**src/rtl/calc_pkg.sv**
```systemverilog
// Shared types and defaults for the calculator control sequencer.
package calc_pkg;

  typedef enum logic [2:0] {
    S_IDLE,
    S_OP_SEL,
    S_LAUNCH,
    S_WAIT,
    S_RESULT,
    S_ERR
  } state_e;

  localparam logic [1:0] DISP_ZEROS  = 2'd0;
  localparam logic [1:0] DISP_OP     = 2'd1;
  localparam logic [1:0] DISP_RESULT = 2'd2;
  localparam logic [1:0] DISP_ERR    = 2'd3;

  localparam int NUM_OPS_DEF   = 8;
  localparam int LOGIC_OPS_DEF = 4;
  localparam int TIMEOUT_DEF   = 64;

endpackage

```
**src/rtl/conv_watchdog.sv**
```systemverilog
// Cycle counter bounding how long the sequencer waits for converter ready.
module conv_watchdog #(
  parameter int TIMEOUT = 64
) (
  input  logic clk,
  input  logic rst,
  input  logic clr,
  input  logic en,
  output logic expired
);

  localparam int W = $clog2(TIMEOUT);

  logic [W-1:0] cnt_q, cnt_d;

  // Expires in the TIMEOUT-th counted cycle; the count holds there.
  assign expired = (cnt_q == W'(TIMEOUT - 1));

  always_comb begin
    cnt_d = cnt_q;
    if (clr)                cnt_d = '0;
    else if (en && !expired) cnt_d = cnt_q + 1'b1;
  end

  always_ff @(posedge clk or posedge rst) begin
    if (rst) cnt_q <= '0;
    else     cnt_q <= cnt_d;
  end

endmodule

```
**src/rtl/calc_seq_ctrl.sv**
```systemverilog
// Calculator control sequencer: op select, BCD conversion handshake with
// watchdog, result latch and display image selection.
module calc_seq_ctrl
  import calc_pkg::*;
#(
  parameter int NUM_OPS   = NUM_OPS_DEF,
  parameter int LOGIC_OPS = LOGIC_OPS_DEF,
  parameter int TIMEOUT   = TIMEOUT_DEF
) (
  input  logic        clk,
  input  logic        rst,
  input  logic        up_p,
  input  logic        down_p,
  input  logic        enter_p,
  input  logic        back_p,
  input  logic [7:0]  calc_result,
  input  logic        bcd_rdy,
  input  logic [15:0] bcd,
  output logic [2:0]  op,
  output logic        conv_start,
  output logic [11:0] conv_value,
  output logic [15:0] result_bcd,
  output logic [1:0]  disp_sel,
  output logic        busy
);

  localparam logic [2:0] OP_MAX = 3'(NUM_OPS - 1);

  // Logic-op results are 4 binary digits shown as if they were decimal.
  function automatic logic [11:0] bin_as_dec(input logic [3:0] r);
    return (r[3] ? 12'd1000 : 12'd0) + (r[2] ? 12'd100 : 12'd0)
         + (r[1] ? 12'd10 : 12'd0) + (r[0] ? 12'd1 : 12'd0);
  endfunction

  state_e      state_q, state_d;
  logic [2:0]  op_q, op_d;
  logic        conv_start_q, conv_start_d;
  logic [11:0] conv_value_q, conv_value_d;
  logic [15:0] result_bcd_q, result_bcd_d;
  logic [1:0]  disp_sel_q, disp_sel_d;
  logic        busy_q, busy_d;
  logic        wd_expired;

  conv_watchdog #(.TIMEOUT(TIMEOUT)) u_wd (
    .clk     (clk),
    .rst     (rst),
    .clr     (state_q == S_LAUNCH),
    .en      (state_q == S_WAIT),
    .expired (wd_expired)
  );

  always_comb begin
    state_d      = state_q;
    op_d         = op_q;
    conv_start_d = 1'b0;
    conv_value_d = conv_value_q;
    result_bcd_d = result_bcd_q;

    unique case (state_q)
      S_IDLE: begin
        if (back_p)                state_d = S_IDLE;
        else if (enter_p)          state_d = S_LAUNCH;
        else if (up_p || down_p)   state_d = S_OP_SEL;
      end
      S_OP_SEL: begin
        if (back_p)       state_d = S_RESULT;
        else if (enter_p) state_d = S_LAUNCH;
        else if (up_p)    op_d = (op_q == OP_MAX) ? 3'd0 : op_q + 3'd1;
        else if (down_p)  op_d = (op_q == 3'd0) ? OP_MAX : op_q - 3'd1;
      end
      S_LAUNCH: state_d = S_WAIT;
      S_WAIT: begin
        // Ready in the final count cycle takes precedence over the timeout.
        if (bcd_rdy) begin
          result_bcd_d = bcd;
          state_d      = S_RESULT;
        end else if (wd_expired) begin
          state_d = S_ERR;
        end
      end
      S_RESULT: begin
        if (back_p)              state_d = S_IDLE;
        else if (enter_p)        state_d = S_LAUNCH;
        else if (up_p || down_p) state_d = S_OP_SEL;
      end
      S_ERR: begin
        if (back_p)       state_d = S_IDLE;
        else if (enter_p) state_d = S_LAUNCH;
      end
      default: state_d = S_IDLE;
    endcase

    if (state_d == S_IDLE) op_d = 3'd0;

    // Launch outputs are registered on the edge into LAUNCH so conv_start
    // is high exactly for the LAUNCH cycle and conv_value is already stable.
    if (state_d == S_LAUNCH) begin
      conv_start_d = 1'b1;
      conv_value_d = ({29'd0, op_q} < LOGIC_OPS) ? bin_as_dec(calc_result[3:0])
                                                 : {4'b0, calc_result};
    end

    unique case (state_d)
      S_IDLE:   disp_sel_d = DISP_ZEROS;
      S_RESULT: disp_sel_d = DISP_RESULT;
      S_ERR:    disp_sel_d = DISP_ERR;
      default:  disp_sel_d = DISP_OP;
    endcase
    busy_d = (state_d == S_LAUNCH) || (state_d == S_WAIT);
  end

  always_ff @(posedge clk or posedge rst) begin
    if (rst) begin
      state_q      <= S_IDLE;
      op_q         <= 3'd0;
      conv_start_q <= 1'b0;
      conv_value_q <= 12'd0;
      result_bcd_q <= 16'd0;
      disp_sel_q   <= DISP_ZEROS;
      busy_q       <= 1'b0;
    end else begin
      state_q      <= state_d;
      op_q         <= op_d;
      conv_start_q <= conv_start_d;
      conv_value_q <= conv_value_d;
      result_bcd_q <= result_bcd_d;
      disp_sel_q   <= disp_sel_d;
      busy_q       <= busy_d;
    end
  end

  assign op         = op_q;
  assign conv_start = conv_start_q;
  assign conv_value = conv_value_q;
  assign result_bcd = result_bcd_q;
  assign disp_sel   = disp_sel_q;
  assign busy       = busy_q;

endmodule

```
**config.mk**
```make
export PLATFORM = sky130hd
export DESIGN_NAME = calc_seq_ctrl
export DESIGN_NICKNAME = d
export VERILOG_FILES = /design/src/rtl/calc_pkg.sv /design/src/rtl/conv_watchdog.sv /design/src/rtl/calc_seq_ctrl.sv
export SDC_FILE = /design/constraint.sdc
export NUM_CORES = 1
export LEC_CHECK = 0
export CAP_MARGIN = 20
export CORE_MARGIN = 4
export CORE_UTILIZATION = 50
export CTS_BUF_LIST = sky130_fd_sc_hd__clkbuf_2 sky130_fd_sc_hd__clkbuf_4 sky130_fd_sc_hd__clkbuf_8
export CTS_CLUSTER_DIAMETER = 50
export CTS_CLUSTER_SIZE = 10
export DETAILED_ROUTE_END_ITERATION = 10
export MAX_ROUTING_LAYER = met4
export PLACE_DENSITY = 0.85
export SETUP_SLACK_MARGIN = 0.5
export SLEW_MARGIN = 20
export SYNTH_ARGS = -nofsm -noshare
export SYNTH_HDL_FRONTEND = slang
export SYNTH_SLANG_ARGS = --single-unit
```
**constraint.sdc**
```tcl
create_clock -name clk -period 3.26 [get_ports clk]
set_input_delay 0.978 -clock clk [delete_from_list [all_inputs] [get_ports clk]]
set_output_delay 0.978 -clock clk [all_outputs]
set_load 0.01 [all_outputs]
```
==> impl_summary.txt, run 1 <==
----------------------------------------------------
[Status]
  Status ... complete, no violations

[Clock tree]
  Number of clock sinks ... 42
  Cts bufs inserted ... 5
  Number of buffers added to fix hold violations after cts ... 0
  Insertion delay to the later sink of the worst-skew pair ... just under 0.3 ns
  Setup fix buffers added after clock tree synthesis ... 0
  CTS Root Cell ... clkbuf_8
  TritonCTS clock tree ... yes
  Maximum root-to-sink buffer count ... 2
  Resize count post-CTS ... 0
  Clock slew at reported path FFs ... approximately 0.07 ns
  Clock H-tree levels ... 2

[STA]
  Post-route fraction of the period consumed by the critical path ... 0.788
  Worst hold slack ... about 0.48 ns
  Setup Skew ... between 0.002 and 0.003 ns
  Tmin final ... about 2.6 ns
  Final slew viol count ... 0
  Final hold violations ... 0
  Achievable frequency ... around 400 MHz
  Unrepaired setup endpoints after global routing ... false
  Slew at the pin with the worst max-slew slack ... 0.622 ns
  Number of setup violations in the final report ... 0
  Summed negative setup slack over all endpoints ... 0 ns
  Worst rel slew slack ... 0.585

[Finish]
  Growth of design area from synthesis to finish ... 34.9%
  Area of the multi-input gates ... around 900 um^2
  Diodes inserted ... 0
  Most common cell after layout, fill and taps aside ... clkdlybuf4s50_1
  Number of nets at the end of the flow ... 281
  Number of standard cells in the final layout excluding fillers ... ~290
  Post-route standard cell area excluding fillers ... about 2800 um^2
  Area occupied by registers ... 1050 um^2
  Fillers ... slightly below 300
  Most frequent cells in the layout ... clkdlybuf4s50_1 (64), dfrtp_1 (42), nand2_1 (14), a21oi_1 (14), o21ai_0 (12)
  Proportion of layout cells with a drive suffix above 1 ... 0.134

[Global route]
  Initial antenna violation count ... 0
  All-layer global routing usage ... 0.193
  Number of global-route vias before repair ... roughly 1600
  Total global routing overflow ... 0
  Wire length of the first global-routing pass ... around 7.5 mm
  Largest net degree at the start of global routing ... 28

[Setup path]
  Critical Path Source Type ... flop
  Slowest stage cell on the critical path ... dfrtp_1
  Series of cell instances along the critical path ... clkdlybuf4s50_1
  Worst setup path category ... reg2out
  Crit end category ... output pin
  Delay of the slowest cell on the worst path ... roughly 0.66 ns
  Count of buffering cells on the critical path with inverters included ... 1
  Arrival time of the worst setup path ... about 1.6 ns
  Family with the most delay on the worst path ... flip-flops
  WP data required ... approximately 2.3 ns
  Worst-path maximum fanout ... 13

[Logic synthesis]
  Post-synth EDFFs ... 0
  Count of warnings emitted by yosys ... 0
  Share of synthesized area occupied by flip-flops and latches ... 0.508
  Distinct cells, synth ... 40
  Post-Synth XOR/XNOR Area ... 0.00423
  Number of flip-flops and latches in the synthesized netlist ... 42
  Area fraction in and, or, nand and nor cells after synthesis ... 0.0973
  Predominant post-synthesis flop cell ... dfrtp_1
  Dominant combinational cell family by area after synthesis ... multiplexers
  Gate count of the mapped netlist ... ~180
  Multiplexer fraction of the synthesized cell area ... 0.150
  Area share of fa/ha/maj cells after synthesis ... 0.0604
  Syn Std Cell Area ... 2070 um^2
  Compound-Gate Fraction of Synth Area ... 0.123
  Post-synthesis async set-or-reset flop share ... 1.00
  Synth Area per Inst ... 11.7 um^2
  Syn Nets ... between 200 and 250

[Route]
  Count of unresolved DRC violations after routing ... 0
  Remaining antenna violation count ... 0
  Starting DRC count in detailed routing ... between 100 and 150
  Number of vias after detailed routing ... roughly 1600
  Number of iterations in the first detailed-routing pass ... 4
  Vias per Instance ... ~5.4
  Detail-routed net length per standard cell ... between 15 and 20 um
  Total detailed-routing wirelength ... about 4.5 mm

[Place]
  Placed Cells ... approximately 280
  Port-buffer cells ... 64
  Last weighted congestion value of the routability-driven placer ... roughly 0.88
  Post-detailed-placement cell area ... roughly 2700 um^2
  Detailed placer's ending HPWL ... about 3.3 mm

[Hold path]
  Hold Path Class ... reg2reg

[Power]
  Final Total Pwr ... ~2.2 mW
  Leakage dissipation ... 1.25 nW
  Max VDD drop ... about 450 uV
  Power per cell area ... 790 nW/um^2

[Floorplan]
  Chip Width ... around 72 um
  Number of placed I/O pins ... 66
  FP Rows ... 23
  Full die area ... roughly 5200 um^2
  Starting density of the core ... 0.518
  Vertical extent of the die ... between 70 and 80 um
  Core Box Area ... between 4000 and 5000 um^2

[Job]
  Max-cap viol count ... 0

----------------------------------------------------
## registers in the layout, indices dropped and copies added (netlist names)
signal / flops
disp_sel: 2
conv_value: 10
conv_start: 1
state_q: 3
result_bcd: 16
busy: 1
u_wd.cnt_q: 6
op: 3
## per-layer routing
metal  track usage  wire length, um  part of all wire
met1         0.230             1810              0.40
met2         0.323             2380              0.52
met3        0.0429              262             0.058
met4        0.0689               75             0.017
met5             -                0                 0
## final cells by class
type | instances | area share
sequential | 42 | 0.376
multi-input combinational | 114 | 0.324
timing repair buffer | 65 | 0.232
clock buffer | 6 | 0.0296
tap | 50 | 0.0224
inverter | 12 | 0.0161
## final timing paths
path / slack, ns / start / cells after the start / to
max: 0.69 / op[2] / 1 / op[2]
min: 0.48 / conv_value[7] / 2 / conv_value[7]
max reg2reg: 1.56 / u_wd.cnt_q[0] / 5 / op[0]
min reg2reg: 0.48 / conv_value[7] / 2 / conv_value[7]
max in group asynchronous: 1.61 / rst / 3 / result_bcd[4]
min in group asynchronous: 0.97 / rst / 2 / result_bcd[13]
## metrics by stage
step | setup WS (ns) | util
floorplan | 1.25 | -
global placement | 0.629 | 0.678
detailed placement | 0.563 | 0.678
CTS | 0.693 | 0.698
global route | 0.632 | 0.698
finish | 0.692 | 0.698
## power breakdown
part           internal, mW  leakage [nW]  switching [mW]
Sequential            0.729         0.531           0.157
Clock                 0.163        0.0431           0.166
Combinational         0.586         0.680           0.405
Total                  1.48          1.25           0.729
## tightest hold or removal path: stages, from the launching register on
cell and delay [ns]:
dfrtp_1 0.34, nand2_1 0.05, o21ai_0 0.06
## synth_stat cells (all sizes together) (2+ instances only)
cell / n / area share
nand2: 14 / 0.025
mux2: 18 / 0.12
clkbuf: 3 / 0.0054
nand2b: 4 / 0.012
mux2i: 7 / 0.034
nor2: 10 / 0.019
inv: 12 / 0.022
a21oi: 14 / 0.034
ha: 10 / 0.060
or3: 2 / 0.0085
o21ai: 12 / 0.029
dfrtp: 42 / 0.51
nand3: 2 / 0.011
a22oi: 3 / 0.011
buf: 6 / 0.028
nor3: 2 / 0.010
## kinds of logic after synthesis
group,after synthesis
adders and majority gates,10
AOI/OAI and AO/OA,40
DFF,42
xor gates and xnor gates,1
other,1
muxes,25
buffers and inverters,21
and+or+nand+nor,37
No activity file was read; power rests on OpenSTA's default activity.
==> run 2: changes to the inputs <==
--- a/config.mk
+++ b/config.mk
@@ -7,13 +7,13 @@
 export LEC_CHECK = 0
 export CAP_MARGIN = 20
 export CORE_MARGIN = 4
-export CORE_UTILIZATION = 50
+export CORE_UTILIZATION = 43
 export CTS_BUF_LIST = sky130_fd_sc_hd__clkbuf_2 sky130_fd_sc_hd__clkbuf_4 sky130_fd_sc_hd__clkbuf_8
 export CTS_CLUSTER_DIAMETER = 50
 export CTS_CLUSTER_SIZE = 10
 export DETAILED_ROUTE_END_ITERATION = 10
 export MAX_ROUTING_LAYER = met4
-export PLACE_DENSITY = 0.85
+export PLACE_DENSITY = 0.78
 export SETUP_SLACK_MARGIN = 0.5
 export SLEW_MARGIN = 20
 export SYNTH_ARGS = -nofsm -noshare
==> constraint.sdc (replaced) <==
create_clock -name clk -period 2.3 [get_ports clk]
set_input_delay 0.69 -clock clk [delete_from_list [all_inputs] [get_ports clk]]
set_output_delay 0.69 -clock clk [all_outputs]
set_load 0.01 [all_outputs]
==> run 2 against run 1 <==
- worst setup slack lost 0.096 ns
- worst hold slack gained 0.0024 ns
- highest routed layer unchanged
- register-to-register slack lost 0.90 ns
- final cell count grew 3.1%
- core utilization shrank 6.6 points
- sequential cell count is the same
- die area grew 14%
- clock-buffer cell count shrank 1
==> impl_summary.txt, run 2 (synthesis gave the netlist of run 1 again) <==
----------------------------------------------------
[Hold path]
  WHS Endpoint ... conv_value[10]
  Hold Path Class ... reg2reg
  Worst hold start ... conv_value[10]
  Worst hold path cell count ... 2

[Status]
  Status ... complete, no violations

[Floorplan]
  Starting density of the core ... 0.460
  FP Rows ... 24
  Chip Width ... 77.4 um
  Vertical extent of the die ... between 70 and 80 um
  Full die area ... between 5000 and 6000 um^2
  Core Box Area ... 4500 um^2
  Number of placed I/O pins ... 66

[Job]
  Max-cap viol count ... 0

[Clock tree]
  Number of clock sinks ... 42
  TritonCTS clock tree ... yes
  Maximum root-to-sink buffer count ... 2
  CTS Root Cell ... clkbuf_8
  Insertion delay to the later sink of the worst-skew pair ... a little under 0.3 ns
  Clock slew at reported path FFs ... ~0.080 ns
  Cts bufs inserted ... 5
  Clock H-tree levels ... 2

[STA]
  Final hold violations ... 0
  PnR worst setup slack ... around 0.60 ns
  Achievable frequency ... 587 MHz
  Number of setup violations in the final report ... 0
  Summed negative setup slack over all endpoints ... 0 ns
  Unrepaired setup endpoints after global routing ... false
  Setup Skew ... 0.00437 ns
  Final slew viol count ... 0
  Post-route fraction of the period consumed by the critical path ... 0.741
  Worst hold slack ... ~0.49 ns
  Tmin final ... 1.70 ns

[Finish]
  Fillers ... about 380
  Proportion of layout cells with a drive suffix above 1 ... 0.191
  Area of the multi-input gates ... 951 um^2
  Growth of design area from synthesis to finish ... 37.6%
  Post-route standard cell area excluding fillers ... between 2000 and 3000 um^2
  Number of standard cells in the final layout excluding fillers ... 298
  Number of nets at the end of the flow ... 287
  Flip-flop count of the largest register, all copies and words added ... 16
  End-of-flow core utilization ... 0.633
  Most frequent cells in the layout ... dfrtp_1 (41), dlygate4sd2_1 (35), clkdlybuf4s50_1 (25)
  Area occupied by registers ... approximately 1100 um^2
  Diodes inserted ... 0
  Most common cell after layout, fill and taps aside ... dfrtp_1

[Power]
  Max VDD drop ... around 520 uV
  Leakage dissipation ... 1.41 nW
  Power per cell area ... 1040 nW/um^2
  Final Total Pwr ... approximately 3 mW

[Place]
  Post-detailed-placement cell area ... around 2800 um^2
  Placed Cells ... a little under 300
  Last weighted congestion value of the routability-driven placer ... 0.770
  Port-buffer cells ... 64
  Worst setup slack before clock tree synthesis ... 0.0314 ns
  Detailed placer's ending HPWL ... roughly 3.2 mm

[Route]
  Number of vias after detailed routing ... around 1500
  Count of unresolved DRC violations after routing ... 0
  Detail-routed net length per standard cell ... about 15 um
  Starting DRC count in detailed routing ... 65
  Remaining antenna violation count ... 0
  Vias per Instance ... roughly 5.2
  Number of iterations in the first detailed-routing pass ... 4
  Total detailed-routing wirelength ... about 4.3 mm

[Setup path]
  Slowest stage cell on the critical path ... dfrtp_1
  Worst-path maximum fanout ... 4
  Depth of the worst register-to-register path ... 5
  Series of cell instances along the critical path ... dlygate4sd2_1
  Worst setup path category ... reg2out
  Count of buffering cells on the critical path with inverters included ... 1
  Launching point of the worst reg2reg path ... u_wd.cnt_q[0]
  Arrival time of the worst setup path ... a little over 1 ns
  Worst R2R Setup Slack ... roughly 0.66 ns
  FF-to-FF End ... op[2]
  Crit end category ... output pin
  Family with the most delay on the worst path ... flip-flops
  Critical Path Source Type ... flop
  WP data required ... 1.61 ns
  Delay of the slowest cell on the worst path ... 0.43 ns

[Global route]
  Total global routing overflow ... 0
  Largest net degree at the start of global routing ... 32
  Number of global-route vias before repair ... 1647
  Initial antenna violation count ... 0
  All-layer global routing usage ... 0.159
  Wire length of the first global-routing pass ... roughly 7.5 mm

----------------------------------------------------
-- run 2: worst max path at each step --
stage | depth (start not counted) | slack [ns] | start | end
after floorplan | 5 | 0.58 | up_p | op[0]
after global placement | 5 | 0.1 | enter_p | op[1]
after detailed placement | 5 | 0.03 | enter_p | op[1]
after CTS | 1 | 0.39 | op[0] | op[0]
after global routing | 1 | 0.55 | op[1] | op[1]
final | 1 | 0.60 | op[1] | op[1]
-- run 2: where the power goes --
part           switching (mW)  internal, mW
combinational           0.600         0.682
sequential              0.201          1.03
clock                   0.235         0.204
total                    1.04          1.92
-- run 2: area by class of cell --
| type | count | area share |
|---|---|---|
| timing repair buffer | 71 | 0.231 |
| clock buffer | 5 | 0.0242 |
| multi-input combinational | 114 | 0.334 |
| inverter | 12 | 0.0158 |
| tap | 52 | 0.0228 |
| clock inverter | 2 | 0.00351 |
| sequential | 42 | 0.369 |
-- run 2: layer usage --
layer  part of all wire  global-route usage  vias up
met5                  0                   -        -
met4             0.0097              0.0374        0
met3              0.059              0.0451        6
met2               0.49               0.272       53
met1               0.44               0.186      738
li1                   -                   -      749
-- run 2: repair_timing --
action                                 4_1_cts  5_1_grt
endpoints found under the hold margin        0        0
buffers inserted                             1        1
pin swaps                                    6        4
gates resized for setup                     42        9
hold buffers                                 0        0
setup endpoints to repair                   49        7
==> run 3: changes to the inputs <==
==> constraint.sdc (replaced) <==
create_clock -name clk -period 1.45 [get_ports clk]
set_input_delay 0.435 -clock clk [delete_from_list [all_inputs] [get_ports clk]]
set_output_delay 0.435 -clock clk [all_outputs]
set_load 0.01 [all_outputs]
==> run 3 against run 2 <==
- the flow now finishes with violations (negative setup slack)
- routed wire length is 35% higher
- clock power is 76% higher
- power is 100% higher
- combinational power grew to 2.5 times the previous value
- via count is 16% higher
- worst setup slack worse by 0.67 ns
- global-route usage is 2.4 points higher
- sequential cell count stayed put
- die area stayed put
- non-clock buffer count is 54 higher
- clock skew is 0.0081 ns higher
- clock-buffer cell count is 3 higher
==> impl_summary.txt, run 3 (synthesis gave the netlist of run 1 again) <==
----------------------------------------------------
[STA]
  Worst hold slack ... just over 0.5 ns
  Setup Skew ... about 0.012 ns
  Achievable frequency ... 655 MHz
  PnR worst setup slack ... -0.0776 ns
  Tmin final ... around 1.5 ns
  Summed negative setup slack over all endpoints ... -0.310 ns
  Final hold violations ... 0
  Number of setup violations in the final report ... 8
  Final slew viol count ... 0
  Post-route fraction of the period consumed by the critical path ... 1.05
  Unrepaired setup endpoints after global routing ... true

[Status]
  Status ... complete, but fails checks
  Failing checks ... negative setup slack

[Setup path]
  Crit end category ... flop
  Capture point of the worst path ... op[0]
  Worst R2R Setup Slack ... -0.08 ns
  Worst-path maximum fanout ... 4
  WP data required ... between 1.5 and 2 ns
  Launching point of the worst reg2reg path ... u_wd.cnt_q[1]
  Arrival time of the worst setup path ... ~1.7 ns
  Critical Path Source Type ... flop
  Depth of the worst register-to-register path ... 6
  FF-to-FF End ... op[0]
  Worst setup path category ... reg2reg
  Source of the critical timing path ... u_wd.cnt_q[1]

[Route]
  Number of iterations in the first detailed-routing pass ... 4
  Count of unresolved DRC violations after routing ... 0
  Number of vias after detailed routing ... 1800
  Remaining antenna violation count ... 0
  Detail-routed net length per standard cell ... approximately 17 um
  Starting DRC count in detailed routing ... 73
  Vias per Instance ... 5.10
  Total detailed-routing wirelength ... 5.85 mm

[Power]
  Final Total Pwr ... 5.93 mW
  Power per cell area ... 1740 nW/um^2
  Max VDD drop ... about 830 uV
  Leakage dissipation ... 1.71 nW

[Floorplan]
  Vertical extent of the die ... between 70 and 80 um
  Full die area ... around 6000 um^2
  FP Rows ... 24
  Number of placed I/O pins ... 66
  Chip Width ... slightly below 80 um
  Starting density of the core ... 0.460
  Core Box Area ... 4500 um^2

[Clock tree]
  CTS Root Cell ... clkbuf_8
  Clock H-tree levels ... 2
  Insertion delay to the later sink of the worst-skew pair ... approximately 0.29 ns
  Clock slew at reported path FFs ... approximately 0.070 ns
  Maximum root-to-sink buffer count ... 2
  Number of clock sinks ... 42
  Cts bufs inserted ... 5
  Number of buffers added to fix hold violations after cts ... 0
  TritonCTS clock tree ... yes

[Finish]
  Flip-flop count of the largest register, all copies and words added ... 16
  Most common cell after layout, fill and taps aside ... buf_4
  Number of nets at the end of the flow ... about 340
  Number of standard cells in the final layout excluding fillers ... roughly 350
  Post-route standard cell area excluding fillers ... between 3000 and 4000 um^2
  Growth of design area from synthesis to finish ... 64.4%
  Most frequent cells in the layout ... buf_4 (44), dfrtp_1 (41), buf_2 (32)
  Diodes inserted ... 0
  Proportion of layout cells with a drive suffix above 1 ... 0.551

[Global route]
  All-layer global routing usage ... 0.183
  Largest net degree at the start of global routing ... 31
  Total global routing overflow ... 0
  Wire length of the first global-routing pass ... roughly 8.5 mm
  Initial antenna violation count ... 0
  Number of global-route vias before repair ... 1784

[Place]
  Post-detailed-placement cell area ... 2960 um^2
  Detailed placer's ending HPWL ... roughly 3.5 mm
  Last weighted congestion value of the routability-driven placer ... 0.841
  Port-buffer cells ... between 60 and 70
  Placed Cells ... slightly above 300

[Job]
  Max-cap viol count ... 0

[Hold path]
  Hold Path Class ... reg2reg

----------------------------------------------------
## run 3: changes by cell type in the layout (fill, tap and decap cells not counted), moves of 6 or more
cell,delta
buf_2,+32
o21ai_2,+6
buf_4,+38
mux2_2,-8
o21ai_0,-12
buf_6,+15
nand2_1,-11
mux2_4,+8
dlygate4sd2_1,-29
nand2_2,+6
## run 3: per-stage QoR
stage	setup slack, ns	util
after detailed placement	-0.592	0.657
after global routing	-0.147	0.756
after CTS	-0.0418	0.697
after floorplan	0.0588	-
final	-0.0776	0.756
after global placement	-0.447	0.657
## run 3: report_power, final
| group | switching (mW) | internal (mW) |
|---|---|---|
| clock | 0.371 | 0.398 |
| combinational | 1.38 | 1.83 |
| sequential | 0.308 | 1.64 |
| total | 2.06 | 3.87 |
## run 3: final cells by class
type | instances | area [um^2]
flip-flops and latches | 42 | 1050
well taps | 52 | 65.1
clock buffers | 8 | 91.3
repair buffers | 125 | 1040
multi-input cells | 114 | 1110
fillers | 286 | 1100
inverters | 12 | 48.8
## run 3: critical path, stage by stage (launching register included)
cell and delay (ns):
dfrtp_1 0.37, ha_2 0.20, nand4_1 0.16, nor2_2 0.17, a311oi_2 0.10, buf_4 0.17, a221oi_2 0.26
## run 3: how the worst min path moves through the flow
stage	end	slack, ns	startpoint	depth (start not counted)
global placement	conv_value[6]	0.46	conv_value[6]	2
floorplan	busy	0.43	rst	1
global route	conv_value[5]	0.53	conv_value[5]	2
finish	result_bcd[2]	0.50	result_bcd[2]	1
detailed placement	conv_value[2]	0.48	conv_value[2]	2
CTS	conv_value[5]	0.49	conv_value[5]	2
## run 3: per-layer routing
layer  vias up  GRT usage  routed length, um
met2        58      0.309               3040
met5         -          -                  0
met3         8     0.0451                270
li1        863          -                  -
met1       871      0.219               2470
met4         0     0.0498                 74
## run 3: repair_timing
action                     4_1_cts  5_1_grt
setup endpoints to repair       76       76
gates resized for setup        172       52
cloned                           2        0
setup buffers                   19       14
pin swaps                       18       23
==> RTL edit, RTL diff (flow settings as in run 2) <==
Change the package constant `TIMEOUT_DEF` from 64 to 32.
--- a/src/rtl/calc_pkg.sv
+++ b/src/rtl/calc_pkg.sv
@@ -19,3 +19,3 @@
   localparam int LOGIC_OPS_DEF = 4;
-  localparam int TIMEOUT_DEF   = 64;
+  localparam int TIMEOUT_DEF   = 32;
 
Behaviour: no difference found for any inputs over 10 cycles, from zero or initial values and one cycle with rst high; that may be too few to reach the edited logic, so the function may still have changed.
==> RTL edit against run 2 <==
Routed wire length is 2.9% higher. Register-to-register slack worse by 90 ps. Final area rose by 0.44%. Sequential cell count shrank 1. Critical path depth increased by 4. Area after synthesis down 3.2%. Total power rose by 7.2%. Setup slack got worse by 100 ps. Highest routed layer unchanged.
==> RTL edit: results (changes against run 2) <==
Logic synthesis
  – Compound-cell area share of the yosys netlist: 0.0974 (-0.0259)
  – Seq/Total Area, Yosys: 0.512 (+0.00431)
  – Adder-cell share of the synthesized area: 0.0687 (+0.00824)
  – Syn Nets: 213 (-2.3%)
  – Mux cell area share after synthesis: 0.145 (-0.00503)
  – Most frequent cells after synthesis: dfrtp_1, nand2_1, nor2_1
  – Mapped Cells: 171 (-3.4%)
  – Xor and xnor fraction of the mapped netlist area: 0.00437 (+0.000140)
  – Synth cell types: 35 (-13%)

Cells and area
  – Final layout net count: 285 (-0.70%)
  – Final Non-Filler Cells: 296 (-0.67%)
  – Layout cells sized above 1: 0.189 (-0.00253)

Global routing
  – Met3 usage: 0.0414 (-0.00377)
  – Routing usage on met2: 0.280 (+0.00830)
  – Met1 usage: 0.193 (+0.00693)
  – Vias in the first global route: 1733 (+5.2%)
  – First-pass GRT wire length: 7770 um (+3.7%)
  – Gr usage total: 0.169 (+0.0102)
  – Largest net degree at the start of global routing: 42 (+31%)

Placed design
  – Placed Area: 2690 um^2 (-2.5%)
  – Dpl cells: 282 (-2.4%)
  – Hpwl dp: 3170 um (-0.80%)

Worst setup path
  – Arrival @ worst endpoint: 1990 ps (+980 ps)
  – Max FO, Critical Path: 3 (-1)
  – Critical path's slowest cell: clkdlybuf4s50_1
  – Worst Setup SP: up_p

Pwr
  – Peak supply drop: 0.000568 V (+9.5%)
  – Flop pwr share: 0.392 (-0.026)
  – Clock group power: 610 uW (+39%)

STA
  – Worst Skew: 6.64 ps (+2.27 ps)

Route
  – First drt pass iteration count: 5 (+1)
  – Met2 WL post-DR: 2220 um (+4.6%)
  – Wire per inst: 15.1 um (+3.6%)

Status
  – Outcome: finished clean
## RTL edit: cell types whose count changed after synthesis, moves of 2 or more
cell	delta
mux2i_1	-2
nor2_1	+4
o21ai_0	-6
a22oi_1	-3
buf_2	+2
a21o_1	+2
a21oi_1	-6
a22o_1	+3
nand2b_1	+2
nand4b_1	+2
nor3_1	+3
nand2_1	+5
inv_1	-6
## RTL edit: timing repair
item                                    4_1_cts  5_1_grt
pin swaps                                     2        4
resized for setup                            36        8
endpoints found under the setup margin       37       21
hold buffers                                  0        0
setup buffers                                 2        4
## RTL edit: worst paths after layout
kind,endpoint,slack [ps],cells past startpoint
max reg2reg,op[2],570,7
min in group asynchronous,conv_value[5],810,3
max,op[2],490,5
min,conv_value[10],500,2
min reg2reg,conv_value[10],500,2
max in group asynchronous,u_wd.cnt_q[1],1110,3
## RTL edit: per-stage QoR
step / utilization / setup slack (ps) / total power, mW
detailed placement: 0.605 / 61.5 / 2.72
finish: 0.644 / 492 / 3.17
global route: 0.644 / 457 / 3.40
floorplan: - / 552 / 2.00
CTS: 0.629 / 428 / 3.18
global placement: 0.605 / 105 / 2.68
## RTL edit: layout make-up
type | instances | area, um^2
Clock buffer | 7 | 90.1
Clock inverter | 1 | 30.0
Fill cell | 351 | 1580
Inverter | 6 | 22.5
Multi-Input combinational cell | 114 | 940
Sequential cell | 41 | 1030
Tap cell | 52 | 65.1
Timing Repair Buffer | 75 | 688
## RTL edit: worst register-to-register path: stages (launching register included)
cell and delay [ps]:
dfrtp_1 410, ha_1 220, and3_1 210, ha_4 180, nor2_1 90, a211o_1 180
nand4b_1 150, a21boi_2 190
